## src/rtl/time_keeper_pkg.sv

```systemverilog
// -----------------------------------------------------------------------------
// time_keeper_pkg
// Shared definitions for the HH:MM:SS time keeper:
//   - set-mode FSM state encodings (RUN / SET_HR / SET_MIN)
//   - BCD digit limits for seconds, minutes and hours
//   - helpers for converting the internal 24 h hour count to a 12 h display
// No ports (package).
// -----------------------------------------------------------------------------
package time_keeper_pkg;

    typedef enum logic [1:0] {
        ST_RUN     = 2'd0,
        ST_SET_HR  = 2'd1,
        ST_SET_MIN = 2'd2
    } state_e;

    localparam logic [3:0] BCD_MAX       = 4'd9;
    localparam logic [3:0] SEC_TENS_MAX  = 4'd5;
    localparam logic [3:0] MIN_TENS_MAX  = 4'd5;
    localparam int         HOUR_MAX      = 23;
    localparam logic [3:0] HOUR_TENS_TOP = 4'(HOUR_MAX / 10);
    localparam logic [3:0] HOUR_ONES_TOP = 4'(HOUR_MAX % 10);

    // BCD hour digits -> binary 0..23
    function automatic logic [4:0] hour_bin(input logic [3:0] tens, input logic [3:0] ones);
        return 5'((tens * 10) + ones);
    endfunction

    // Binary 24 h hour -> 12 h BCD display {tens, ones}: 0 -> 12, 13..23 -> 1..11
    function automatic logic [7:0] hour12_bcd(input logic [4:0] h24);
        logic [4:0] h12;
        h12 = h24;
        if (h24 == 5'd0) begin
            h12 = 5'd12;
        end else if (h24 > 5'd12) begin
            h12 = h24 - 5'd12;
        end
        if (h12 >= 5'd10) begin
            return {4'd1, 4'(h12 - 5'd10)};
        end
        return {4'd0, 4'(h12)};
    endfunction

endpackage

```

## src/rtl/time_keeper_btn_debounce.sv

```systemverilog
// -----------------------------------------------------------------------------
// time_keeper_btn_debounce
// Push-button conditioner: 2-FF synchroniser, stable-level counter and a
// one-cycle press pulse on an accepted 0->1 level change. Holding the button
// gives no repeats; a new level is accepted only after DEB_CYCLES consecutive
// synchronised samples that differ from the current accepted level.
// Ports:
//   clk      in   system clock
//   rst      in   asynchronous active-low reset (level 0, no pulse)
//   btn_i    in   raw button, active-high, asynchronous to clk
//   press_o  out  one-cycle registered press pulse
// -----------------------------------------------------------------------------
module time_keeper_btn_debounce #(
    parameter int DEB_CYCLES = 1_000_000
) (
    input  logic clk,
    input  logic rst,
    input  logic btn_i,
    output logic press_o
);

    localparam int CW = (DEB_CYCLES > 1) ? $clog2(DEB_CYCLES) : 1;
    localparam logic [CW-1:0] CNT_LAST = CW'(DEB_CYCLES - 1);

    logic          sync1_q;
    logic          sync2_q;
    logic          level_q;
    logic [CW-1:0] cnt_q;
    logic          press_q;

    always_ff @(posedge clk or negedge rst) begin
        if (!rst) begin
            sync1_q <= 1'b0;
            sync2_q <= 1'b0;
            level_q <= 1'b0;
            cnt_q   <= '0;
            press_q <= 1'b0;
        end else begin
            sync1_q <= btn_i;
            sync2_q <= sync1_q;
            press_q <= 1'b0;
            // Any sample equal to the accepted level restarts the stability run.
            if (sync2_q == level_q) begin
                cnt_q <= '0;
            end else if (cnt_q == CNT_LAST) begin
                level_q <= sync2_q;
                press_q <= sync2_q;
                cnt_q   <= '0;
            end else begin
                cnt_q <= cnt_q + 1'b1;
            end
        end
    end

    assign press_o = press_q;

endmodule

```

## src/rtl/time_keeper.sv

```systemverilog
// -----------------------------------------------------------------------------
// time_keeper
// Real-time HH:MM:SS counter producing six BCD digits for a multiplexed
// 7-segment driver. A prescaler divides clk to a 1 Hz tick that advances
// cascaded BCD counters (23:59:59 -> 00:00:00). Two debounced buttons drive a
// set-mode FSM: RUN -> SET_HR -> SET_MIN -> RUN, with inc editing the field.
// Optional feature macro: HOUR12_EN
//   defined   : hour digits shown in 12 h form, pm = 1 for hours 12..23
//   undefined : 24 h display, pm tied to 0
// Ports:
//   clk        in   system clock (rising edge)
//   rst        in   asynchronous active-low reset
//   btn_mode   in   raw mode button, active-high
//   btn_inc    in   raw increment button, active-high
//   number0..5 out  BCD digits: sec ones/tens, min ones/tens, hour ones/tens
//   sec_tick   out  one-cycle pulse when seconds advance in RUN
//   set_mode   out  FSM state (0 RUN, 1 SET_HR, 2 SET_MIN)
//   pm         out  PM indicator
// -----------------------------------------------------------------------------
module time_keeper
    import time_keeper_pkg::*;
#(
    parameter int CLK_HZ     = 50_000_000,
    parameter int DEB_CYCLES = 1_000_000
) (
    input  logic       clk,
    input  logic       rst,
    input  logic       btn_mode,
    input  logic       btn_inc,
    output logic [3:0] number0,
    output logic [3:0] number1,
    output logic [3:0] number2,
    output logic [3:0] number3,
    output logic [3:0] number4,
    output logic [3:0] number5,
    output logic       sec_tick,
    output logic [1:0] set_mode,
    output logic       pm
);

    localparam int PW = $clog2(CLK_HZ);
    localparam logic [PW-1:0] PRE_MAX = PW'(CLK_HZ - 1);

    logic mode_press;
    logic inc_press;

    time_keeper_btn_debounce #(.DEB_CYCLES(DEB_CYCLES)) u_deb_mode (
        .clk     (clk),
        .rst     (rst),
        .btn_i   (btn_mode),
        .press_o (mode_press)
    );

    time_keeper_btn_debounce #(.DEB_CYCLES(DEB_CYCLES)) u_deb_inc (
        .clk     (clk),
        .rst     (rst),
        .btn_i   (btn_inc),
        .press_o (inc_press)
    );

    state_e        state_q;
    logic [PW-1:0] pre_q;
    logic [3:0]    sec_o_q, sec_t_q, min_o_q, min_t_q, hr_o_q, hr_t_q;
    logic          sec_tick_q;

    logic          tick;
    logic          sec_wrap, min_wrap;
    logic [3:0]    sec_o_inc, sec_t_inc, min_o_inc, min_t_inc, hr_o_inc, hr_t_inc;

    assign tick = (state_q == ST_RUN) && (pre_q == PRE_MAX);

    // Per-field "+1" values; the sequential block decides which ones to apply.
    always_comb begin
        sec_wrap  = (sec_t_q == SEC_TENS_MAX) && (sec_o_q == BCD_MAX);
        min_wrap  = (min_t_q == MIN_TENS_MAX) && (min_o_q == BCD_MAX);
        sec_o_inc = sec_o_q + 4'd1;
        sec_t_inc = sec_t_q;
        min_o_inc = min_o_q + 4'd1;
        min_t_inc = min_t_q;
        hr_o_inc  = hr_o_q + 4'd1;
        hr_t_inc  = hr_t_q;
        if (sec_o_q == BCD_MAX) begin
            sec_o_inc = 4'd0;
            sec_t_inc = sec_wrap ? 4'd0 : sec_t_q + 4'd1;
        end
        if (min_o_q == BCD_MAX) begin
            min_o_inc = 4'd0;
            min_t_inc = min_wrap ? 4'd0 : min_t_q + 4'd1;
        end
        if ((hr_t_q == HOUR_TENS_TOP) && (hr_o_q == HOUR_ONES_TOP)) begin
            hr_o_inc = 4'd0;
            hr_t_inc = 4'd0;
        end else if (hr_o_q == BCD_MAX) begin
            hr_o_inc = 4'd0;
            hr_t_inc = hr_t_q + 4'd1;
        end
    end

    always_ff @(posedge clk or negedge rst) begin
        if (!rst) begin
            state_q    <= ST_RUN;
            pre_q      <= '0;
            sec_o_q    <= 4'd0;
            sec_t_q    <= 4'd0;
            min_o_q    <= 4'd0;
            min_t_q    <= 4'd0;
            hr_o_q     <= 4'd0;
            hr_t_q     <= 4'd0;
            sec_tick_q <= 1'b0;
        end else begin
            sec_tick_q <= 1'b0;
            case (state_q)
                ST_RUN: begin
                    // A mode press discards a coincident tick; prescaler parks at 0.
                    if (mode_press) begin
                        state_q <= ST_SET_HR;
                        pre_q   <= '0;
                    end else if (tick) begin
                        pre_q      <= '0;
                        sec_tick_q <= 1'b1;
                        sec_o_q    <= sec_o_inc;
                        sec_t_q    <= sec_t_inc;
                        if (sec_wrap) begin
                            min_o_q <= min_o_inc;
                            min_t_q <= min_t_inc;
                            if (min_wrap) begin
                                hr_o_q <= hr_o_inc;
                                hr_t_q <= hr_t_inc;
                            end
                        end
                    end else begin
                        pre_q <= pre_q + 1'b1;
                    end
                end
                ST_SET_HR: begin
                    if (mode_press) begin
                        state_q <= ST_SET_MIN;
                    end else if (inc_press) begin
                        hr_o_q <= hr_o_inc;
                        hr_t_q <= hr_t_inc;
                    end
                end
                ST_SET_MIN: begin
                    if (mode_press) begin
                        state_q <= ST_RUN;
                        sec_o_q <= 4'd0;
                        sec_t_q <= 4'd0;
                        pre_q   <= '0;
                    end else if (inc_press) begin
                        min_o_q <= min_o_inc;
                        min_t_q <= min_t_inc;
                    end
                end
                default: begin
                    state_q <= ST_RUN;
                    pre_q   <= '0;
                end
            endcase
        end
    end

    assign number0  = sec_o_q;
    assign number1  = sec_t_q;
    assign number2  = min_o_q;
    assign number3  = min_t_q;
    assign sec_tick = sec_tick_q;
    assign set_mode = state_q;

`ifdef HOUR12_EN
    logic [4:0] hr_bin;
    logic [7:0] hr12;
    assign hr_bin  = hour_bin(hr_t_q, hr_o_q);
    assign hr12    = hour12_bcd(hr_bin);
    assign number5 = hr12[7:4];
    assign number4 = hr12[3:0];
    assign pm      = (hr_bin >= 5'd12);
`else
    assign number5 = hr_t_q;
    assign number4 = hr_o_q;
    assign pm      = 1'b0;
`endif

endmodule

```

## config.mk

```make
export PLATFORM = sky130hd
export DESIGN_NAME = time_keeper
export DESIGN_NICKNAME = d
export VERILOG_FILES = /design/src/rtl/time_keeper_pkg.sv /design/src/rtl/time_keeper_btn_debounce.sv /design/src/rtl/time_keeper.sv
export SDC_FILE = /design/constraint.sdc
export NUM_CORES = 1
export LEC_CHECK = 0
export ABC_CLOCK_PERIOD_IN_PS = 2400
export BUFFER_PORTS_ARGS = -buffer_cell sky130_fd_sc_hd__clkbuf_2
export CORE_UTILIZATION = 55
export CTS_CLUSTER_SIZE = 10
export DETAILED_ROUTE_END_ITERATION = 6
export GPL_TIMING_DRIVEN = 0
export PLACE_DENSITY = 0.85
export SLEW_MARGIN = 20
export SYNTH_ARGS = -nofsm -noshare
export SYNTH_HDL_FRONTEND = slang
export SYNTH_HIERARCHICAL = 1
export SYNTH_SLANG_ARGS = --single-unit
```

## constraint.sdc

```tcl
create_clock -name clk -period 2.4 [get_ports clk]
set_clock_uncertainty 0.05 [all_clocks]
set_input_delay 0.36 -clock clk [delete_from_list [all_inputs] [get_ports clk]]
set_output_delay 0.36 -clock clk [all_outputs]
set_load 0.005 [all_outputs]
```

==> results of run 1 <==
==> timing repair <==
action / CTS / global route
setup buffers: 5 / 7
hold buffers: 1 / 0
gates cloned: 0 / 0
pin swaps: 4 / 4
gates resized for setup: 2 / 11
hold endpoints to repair: 41 / 0
setup endpoints to repair: 17 / 40
==> critical path, stage by stage, from the launching register on <==
cell	delay, ns
dfrtp_2	0.45
or4_4	0.56
nor4_4	0.26
buf_4	0.18
nand3_2	0.18
a21oi_2	0.28
mux2_1	0.35
==> path summary, 6_finish.rpt <==
kind,startpoint,to,slack (ns),cells after the start
max,pre_q[9]$_DFFE_PN0P_,number3[1]$_DFFE_PN0P_,-0.02,6
min,btn_inc,u_deb_inc/sync1_q$_DFF_PN0_,0.05,1
max reg2reg,pre_q[9]$_DFFE_PN0P_,number3[1]$_DFFE_PN0P_,-0.02,6
min reg2reg,u_deb_mode/sync1_q$_DFF_PN0_,u_deb_mode/sync2_q$_DFF_PN0_,0.31,0
max in group asynchronous,rst,pre_q[12]$_DFFE_PN0P_,1.26,3
min in group asynchronous,rst,pre_q[23]$_DFFE_PN0P_,0.44,2
==> flip-flops by register name, indices dropped and copies added, names as in the netlist <==
signal              count
pre_q                  26
sec_tick                1
number1                 4
number5                 4
set_mode                2
number3                 4
u_deb_inc/level_q       1
u_deb_mode/cnt_q       20
u_deb_mode/level_q      1
u_deb_mode/sync1_q      1
number2                 4
u_deb_inc/cnt_q        20
u_deb_mode/sync2_q      1
u_deb_inc/sync1_q       1
u_deb_mode/press_o      1
number4                 4
u_deb_inc/press_o       1
number0                 4
u_deb_inc/sync2_q       1
==> cell usage in the layout, fill, tap and decap left out, drive strengths merged, types with 13 or more instances in the layout <==
master and n:
dfrtp 101, nor2 64, clkbuf 55, nand3 42, nand2 36, a21oi 32
xor2 29, inv 27, o21ai 19, nand4 16, or4 16, buf 16
xnor2 14, ha 13
==> metal layers <==
layer / up-vias / track usage [%] / share of wire (%)
met3: 14 / 3.883 / 2.8
li1: 2071 / - / -
met1: 2096 / 28.76 / 45
met5: - / 0 / 0
met2: 70 / 39.41 / 51
met4: 0 / 7.581 / 1.4
==> per-stage QoR <==
step / total power, W / cell area, um^2 / TNS [ns] / std cells / util, %
after global routing: 0.002928 / 6053 / -1.505 / 736 / 64.59
after detailed placement: 0.001833 / 5727 / -1.330 / 709 / 61.11
final: 0.002819 / 6053 / -0.02518 / 736 / 64.59
after CTS: 0.002843 / 5967 / -0.08113 / 731 / 63.67
after floorplan: 0.001780 / 5379 / 0 / 549 / -
after global placement: 0.001822 / 5690 / -37.30 / 708 / 60.72
==> final cells by class <==
class,instances,area [um^2]
repair buffers,44,286.5
flip-flops and latches,101,2530
well taps,129,161.4
multi-input cells,404,2709
plain buffers,16,83.83
clock inverters,4,30.03
clock buffers,12,155.1
inverters,26,97.59
fillers,744,3318
==> power by group through the flow <==
stage	combinational (W)	clock (W)	sequential [W]
4_1_cts	0.0000768	0.00104	0.00172
3_5_place_dp	0.0000753	0	0.00176
6_report	0.0000737	0.00102	0.00172
2_1_floorplan	0.0000247	0	0.00176
5_1_grt	0.0000891	0.00111	0.00173
3_3_place_gp	0.0000654	0	0.00176
==> logic make-up after synthesis <==
logic type / after synthesis / share of synthesized area, %
compound gates: 86 / 10.14
xor+xnor: 43 / 7.002
fa+ha+maj: 13 / 3.024
buf+inv: 44 / 3.419
flops: 101 / 46.99
mux: 14 / 2.884
other cells: 1 / 0.06972
simple gates: 247 / 26.47
==> metrics.md, run 1 <==
| Metric | Value |
|---|---|
| Clock power frac | a little over a third |
| Die ar. | just over 10000 um^2 |
| Pint | between 0.002 and 0.0025 W |
| Synth unique cells | between 60 and 70 |
| # nets final | 619 |
| Leak | approximately 2.6 nW |
| Final period utilization | 100.6% |
| Mapped Nets | ~570 |
| Core area | between 9000 and 10000 um^2 |
| Yosys top cell area share | a little under half |
| Hold WC Path Type | input port to register |
| Critical path required time | 2.60 ns |
| WL final | about 11000 um |
| Cell area after synthesis | 5379 um^2 |
| Clock latency on the worst-skew pair | 0.36 ns |
| Vias per cell | 5.776 |
| First-pass detailed-route iteration total | 5 |
| Htree depth | 3 |
| First DRT Iteration DRCs | approximately 150 |
| Longest Clk Path Bufs | 2 |
| Main area contributors after synthesis | dfrtp_1 47%, xor2_1 4.7%, nor2_1 4.5% |
| Worst-Margin Slew | about 1.0 ns |
| Worst rel slew slack | 32.92% |
| Final worst slack | -0.01512 ns |
| Initial core utilization | a little under three fifths |
| Pwr per Cell Area | 465.6 nW/um^2 |
| Post-synth EDFFs | 0 |
| RSZ-0062 raised after global routing | yes |
| Startpoint types | register |
| CTS tree | done |
| Flop pwr share | roughly three fifths |
| CTS Buf Count | 9 |
| P&R area growth vs syn | 12.54% |
| Pin count of the biggest net entering global routing | slightly above 60 |
| Hold WS | ~0.049 ns |
| Failing checks | negative setup slack |
| Commonest cells in the netlist | 101 x dfrtp_1, 64 x nor2_1, 38 x nand3_1 |
| Routed wire per std cell | between 10 and 15 um |
| Crit path time final | 2.415 ns |
| Status | complete, but fails checks |
| Comb pwr share | under 10% |
| Max-Cap Viols | 0 |
| Root cell of the clock tree | clkbuf_8 |
| Fmax | approximately 410 MHz |
| Placement Rows | 35 |
| Setup slack at placement | -0.1815 ns |
| Vias in the first global route | around 4000 |
| Slew Limit Fails | 0 |
| Worst-path clk slew | around 0.1 ns |
| HPWL Detailed | approximately 7600 um |
| Seq cells post-synth | slightly above 100 |
| Maximum fanout along the worst path | 8 |
| CP endpoint kind | register |
| CP Class | register to register |
| Fin. Hold Viols | 0 |
| DRC Markers | 0 |
| Yosys warnings | 6 |
| Most frequent cell after synthesis | dfrtp_1 |
| Sequential element share of the synthesized area | a little under half |
| First-pass GRT wire length | about 19000 um |
| All-Layer GR Usage | between 20% and 30% |
| Number of sinks on the clock net | between 100 and 150 |
| Peak VDD IR | between 0.3 and 0.4 mV |
| Die height | between 100 and 150 um |
| Arrival @ worst endpoint | ~2.6 ns |
| ANT cells | 0 |
| Post-synth top flop | dfrtp_1 |
| Port-buffer cells | 30 |
| Sw Share | 22.98% |
| I/O Pins | 32 |
| Ys async rst share | 100.0% |
| Cells after synthesis | between 500 and 600 |
| Vias | ~4300 |
| Final setup fails | 3 |
| Antenna-violating nets left | 0 |
| Global route overflow | 0 |
| Die Wd | about 100 um |
| Post-synth top area cell | dfrtp_1 |
| Syn avg cell area | roughly 10 um^2 |
| Layout cells sized above 1 | approximately a fifth |
| Psw | 0.0006477 W |
| Gpl congestion | between 0.8 and 0.9 |
| Initial antenna violation count | 0 |
No activity file was read; power rests on OpenSTA's default activity.
==> run 2, diff against run 1 <==
CORE_MARGIN = 8   (was not set)
GPL_TIMING_DRIVEN = 1   (was 0)
SETUP_SLACK_MARGIN = 0.4   (was not set)
==> run 2 against run 1 <==
Net effect:
- the flow now finishes without violations
- setup slack improved by 0.12 ns
- power rose by 4.4%
- clock-buffer cell count fell by 2
- combinational power rose by 24%
- wire length rose by 23%
- worst hold slack got worse by 0.011 ns
- critical path depth did not move
- core utilization rose by 3.8 points
- final cell count rose by 4.9%
- largest cell class unchanged
- highest routed layer unchanged
==> metrics.md, run 2 (synthesized netlist as in run 1, its figures left out) <==
| Metric | Value |
|---|---|
| Clock power frac | 38.4% (was 36.2%) |
| CTS Buf Count | 9 (unchanged) |
| Global route overflow | 0 (unchanged) |
| Largest register by flop count | pre_q (unchanged) |
| Max-Cap Viols | 0 (unchanged) |
| Hold WC Path Type | input port to register (unchanged) |
| Gpl congestion | 0.8397 (was 0.8132) |
| Peak VDD IR | 0.3859 mV (was 0.3702 mV) |
| Largest register FFs | 26 (unchanged) |
| Root cell of the clock tree | clkbuf_8 (unchanged) |
| I/O Pins | 32 (unchanged) |
| Pin count of the biggest net entering global routing | 45 (was 61) |
| Final worst slack | 0.1051 ns (was -0.01512 ns) |
| Sw Share | 23.18% (was 22.98%) |
| Arrival @ worst endpoint | 2.51 ns (was 2.61 ns) |
| Vias per cell | 6.016 (was 5.776) |
| Leak | 2.852 nW (was 2.590 nW) |
| Critical Path Source | pre_q[24]$_DFFE_PN0P_ (was pre_q[9]$_DFFE_PN0P_) |
| Crit-path cells | or4_4, nor4_4, buf_4, nand3_4, a211oi_2, mux2_4 (was or4_4, nor4_4, buf_4, nand3_2, a21oi_2, mux2_1) |
| Number of sinks on the clock net | 101 (unchanged) |
| CP Class | register to register (unchanged) |
| First-pass detailed-route iteration total | 5 (unchanged) |
| Die Wd | 114.9 um (was 100.9 um) |
| Met2 wire len | 6879 um (was 5589 um) |
| Top delay family on crit path | simple AND/OR/NAND/NOR gates (unchanged) |
| Clock latency on the worst-skew pair | 0.38 ns (was 0.36 ns) |
| Placement Rows | 36 (was 35) |
| Worst-path clk slew | 0.10 ns (about the same) |
| Initial core utilization | 55.80% (was 57.40%) |
| Fmax | 435.7 MHz (was 414.1 MHz) |
| Slew Limit Fails | 0 (unchanged) |
| All-Layer GR Usage | 19.35% (was 22.68%) |
| Vias | 4644 (was 4251) |
| Pint | 0.002261 W (was 0.002171 W) |
| Slowest stage delay, CP | 0.55 ns (was 0.56 ns) |
| Longest Clk Path Bufs | 2 (unchanged) |
| CTS tree | done (unchanged) |
| Die ar. | 13200 um^2 (was 10180 um^2) |
| Vias in the first global route | 4575 (was 4119) |
| P&R area growth vs syn | 22.54% (was 12.54%) |
| Setup_tns | 0 ns (was -0.02518 ns) |
| Cell depth of the worst flop-to-flop path | 6 (unchanged) |
| Critical path required time | 2.62 ns (was 2.60 ns) |
| DRC Markers | 0 (unchanged) |
| Setup crit end | number3[3]$_DFFE_PN0P_ (was number3[1]$_DFFE_PN0P_) |
| Maximum fanout along the worst path | 6 (was 8) |
| Cell count along the critical path | 6 (unchanged) |
| Metal-1 WL | 5415 um (was 4864 um) |
| Reg2reg setup slack | 0.11 ns (was -0.02 ns) |
| Comb pwr share | 3.1% (was 2.6%) |
| RSZ-0062 raised after global routing | yes (unchanged) |
| WP buf/inv | 1 (unchanged) |
| Layout cells sized above 1 | 28.79% (was 19.11%) |
| Psw | 0.0006824 W (was 0.0006477 W) |
| Setup slack at placement | 0.06369 ns (was -0.1815 ns) |
| First-pass GRT wire length | 20840 um (was 18640 um) |
| Startpoint types | register (unchanged) |
| Flop pwr share | 58.5% (was 61.2%) |
| Worst-Margin Slew | 0.5649 ns (was 1.004 ns) |
| Antenna-violating nets left | 0 (unchanged) |
| Most frequent cells in the layout | 98 x dfrtp_1, 64 x nor2_1, 51 x buf_4 (was 99 x dfrtp_1, 64 x nor2_1, 38 x nand3_1) |
| Routed wire per std cell | 17.37 um (was 14.82 um) |
| Final setup fails | 0 (was 3) |
| CP endpoint kind | register (unchanged) |
| Crit path time final | 2.295 ns (was 2.415 ns) |
| First DRT Iteration DRCs | 401 (was 149) |
| WL final | 13410 um (was 10910 um) |
| CP max stage cell | or4_4 (unchanged) |
| Met3 routed wirelength | 674 um (was 306 um) |
| Core area | 9639 um^2 (was 9371 um^2) |
| Worst rel slew slack | 62.20% (was 32.92%) |
| Final period utilization | 95.62% (was 100.6%) |
| Status | finished clean (was complete, but fails checks) |
| RR Endpoint | number3[3]$_DFFE_PN0P_ (was number3[1]$_DFFE_PN0P_) |
| Reg2reg start | pre_q[24]$_DFFE_PN0P_ (was pre_q[9]$_DFFE_PN0P_) |
| Pwr per Cell Area | 446.5 nW/um^2 (was 465.6 nW/um^2) |
| # nets final | 651 (was 619) |
| ANT cells | 0 (unchanged) |
| Die height | 114.9 um (was 100.9 um) |
| Regs by FF count | pre_q: 26 flops, u_deb_inc/cnt_q: 20 flops, u_deb_mode/cnt_q: 20 flops (unchanged) |
| Htree depth | 3 (unchanged) |
| DR top layer | met4 (unchanged) |
| Fin. Hold Viols | 0 (unchanged) |
| Most common cell after layout, fill and taps aside | dfrtp_1 (unchanged) |
| HPWL Detailed | 8107 um (was 7580 um) |
| Initial antenna violation count | 0 (unchanged) |
| Port-buffer cells | 30 (unchanged) |
## run 2: cell types whose count changed in the layout (fill, tap and decap cells not counted), moves of 5 or more
| cell | previous run | this run |
|---|---|---|
| o21ai_0 | 19 | 14 |
| mux2_2 | 8 | 3 |
| buf_4 | 13 | 51 |
| buf_6 | 0 | 7 |
| or4_1 | 15 | 10 |
| mux2_4 | 0 | 8 |
| clkbuf_1 | 11 | 0 |
| o21ai_1 | 0 | 5 |
| or4_4 | 1 | 6 |
## run 2: stage by stage
| stage | cells | utilization, % | instance area (um^2) | hold slack, ns | total power (W) |
|---|---|---|---|---|---|
| floorplan | 549 | - | 5414 | 0.01441 | 0.001781 |
| global placement | 721 | 60.85 | 5866 | 0.2927 | 0.001830 |
| detailed placement | 721 | 60.85 | 5866 | 0.2918 | 0.001833 |
| CTS | 761 | 66.30 | 6391 | 0.02178 | 0.002964 |
| global route | 772 | 68.38 | 6591 | 0.02657 | 0.003049 |
| finish | 772 | 68.38 | 6591 | 0.03765 | 0.002943 |
## run 2: how the worst min path moves through the flow
stage	startpoint	end	cells after the start	slack, ns
2_1_floorplan	rst	number0[0]$_DFFE_PN0P_	0	0.01
3_3_place_gp	u_deb_inc/sync1_q$_DFF_PN0_	u_deb_inc/sync2_q$_DFF_PN0_	0	0.29
3_5_place_dp	u_deb_mode/sync1_q$_DFF_PN0_	u_deb_mode/sync2_q$_DFF_PN0_	0	0.29
4_1_cts	btn_inc	u_deb_inc/sync1_q$_DFF_PN0_	1	0.02
5_1_grt	btn_inc	u_deb_inc/sync1_q$_DFF_PN0_	1	0.03
6_report	btn_inc	u_deb_inc/sync1_q$_DFF_PN0_	1	0.04
## run 2: layer usage
layer / vias to the layer above / GRT usage [%]
met2: 166 / 34.80
met4: 0 / 8.494
met5: - / 0
li1: 2135 / -
met1: 2296 / 21.32
met3: 47 / 4.517
## run 2: layout make-up
| class | instances | area (um^2) |
|---|---|---|
| clock buffer | 10 | 137.6 |
| inverter | 26 | 97.59 |
| clock inverter | 6 | 68.82 |
| timing repair buffer | 92 | 686.9 |
| sequential | 101 | 2531 |
| tap | 133 | 166.4 |
| multi-input combinational | 404 | 2903 |
| fill | 683 | 3048 |
## run 2: power groups by stage
stage	Sequential (W)	Combinational (W)	Clock, W
CTS	0.00172	0.0000914	0.00115
floorplan	0.00176	0.0000252	0
global placement	0.00176	0.0000733	0
finish	0.00172	0.0000916	0.00113
global route	0.00172	0.000106	0.00122
detailed placement	0.00176	0.0000755	0
## run 2: timing repair
item | CTS | global route
cloned | 1 | 2
resized for setup | 33 | 22
pin swaps | 14 | 10
hold buffers | 1 | 0
endpoints found under the hold margin | 41 | 0
endpoints found under the setup margin | 61 | 59
buffers inserted | 22 | 9
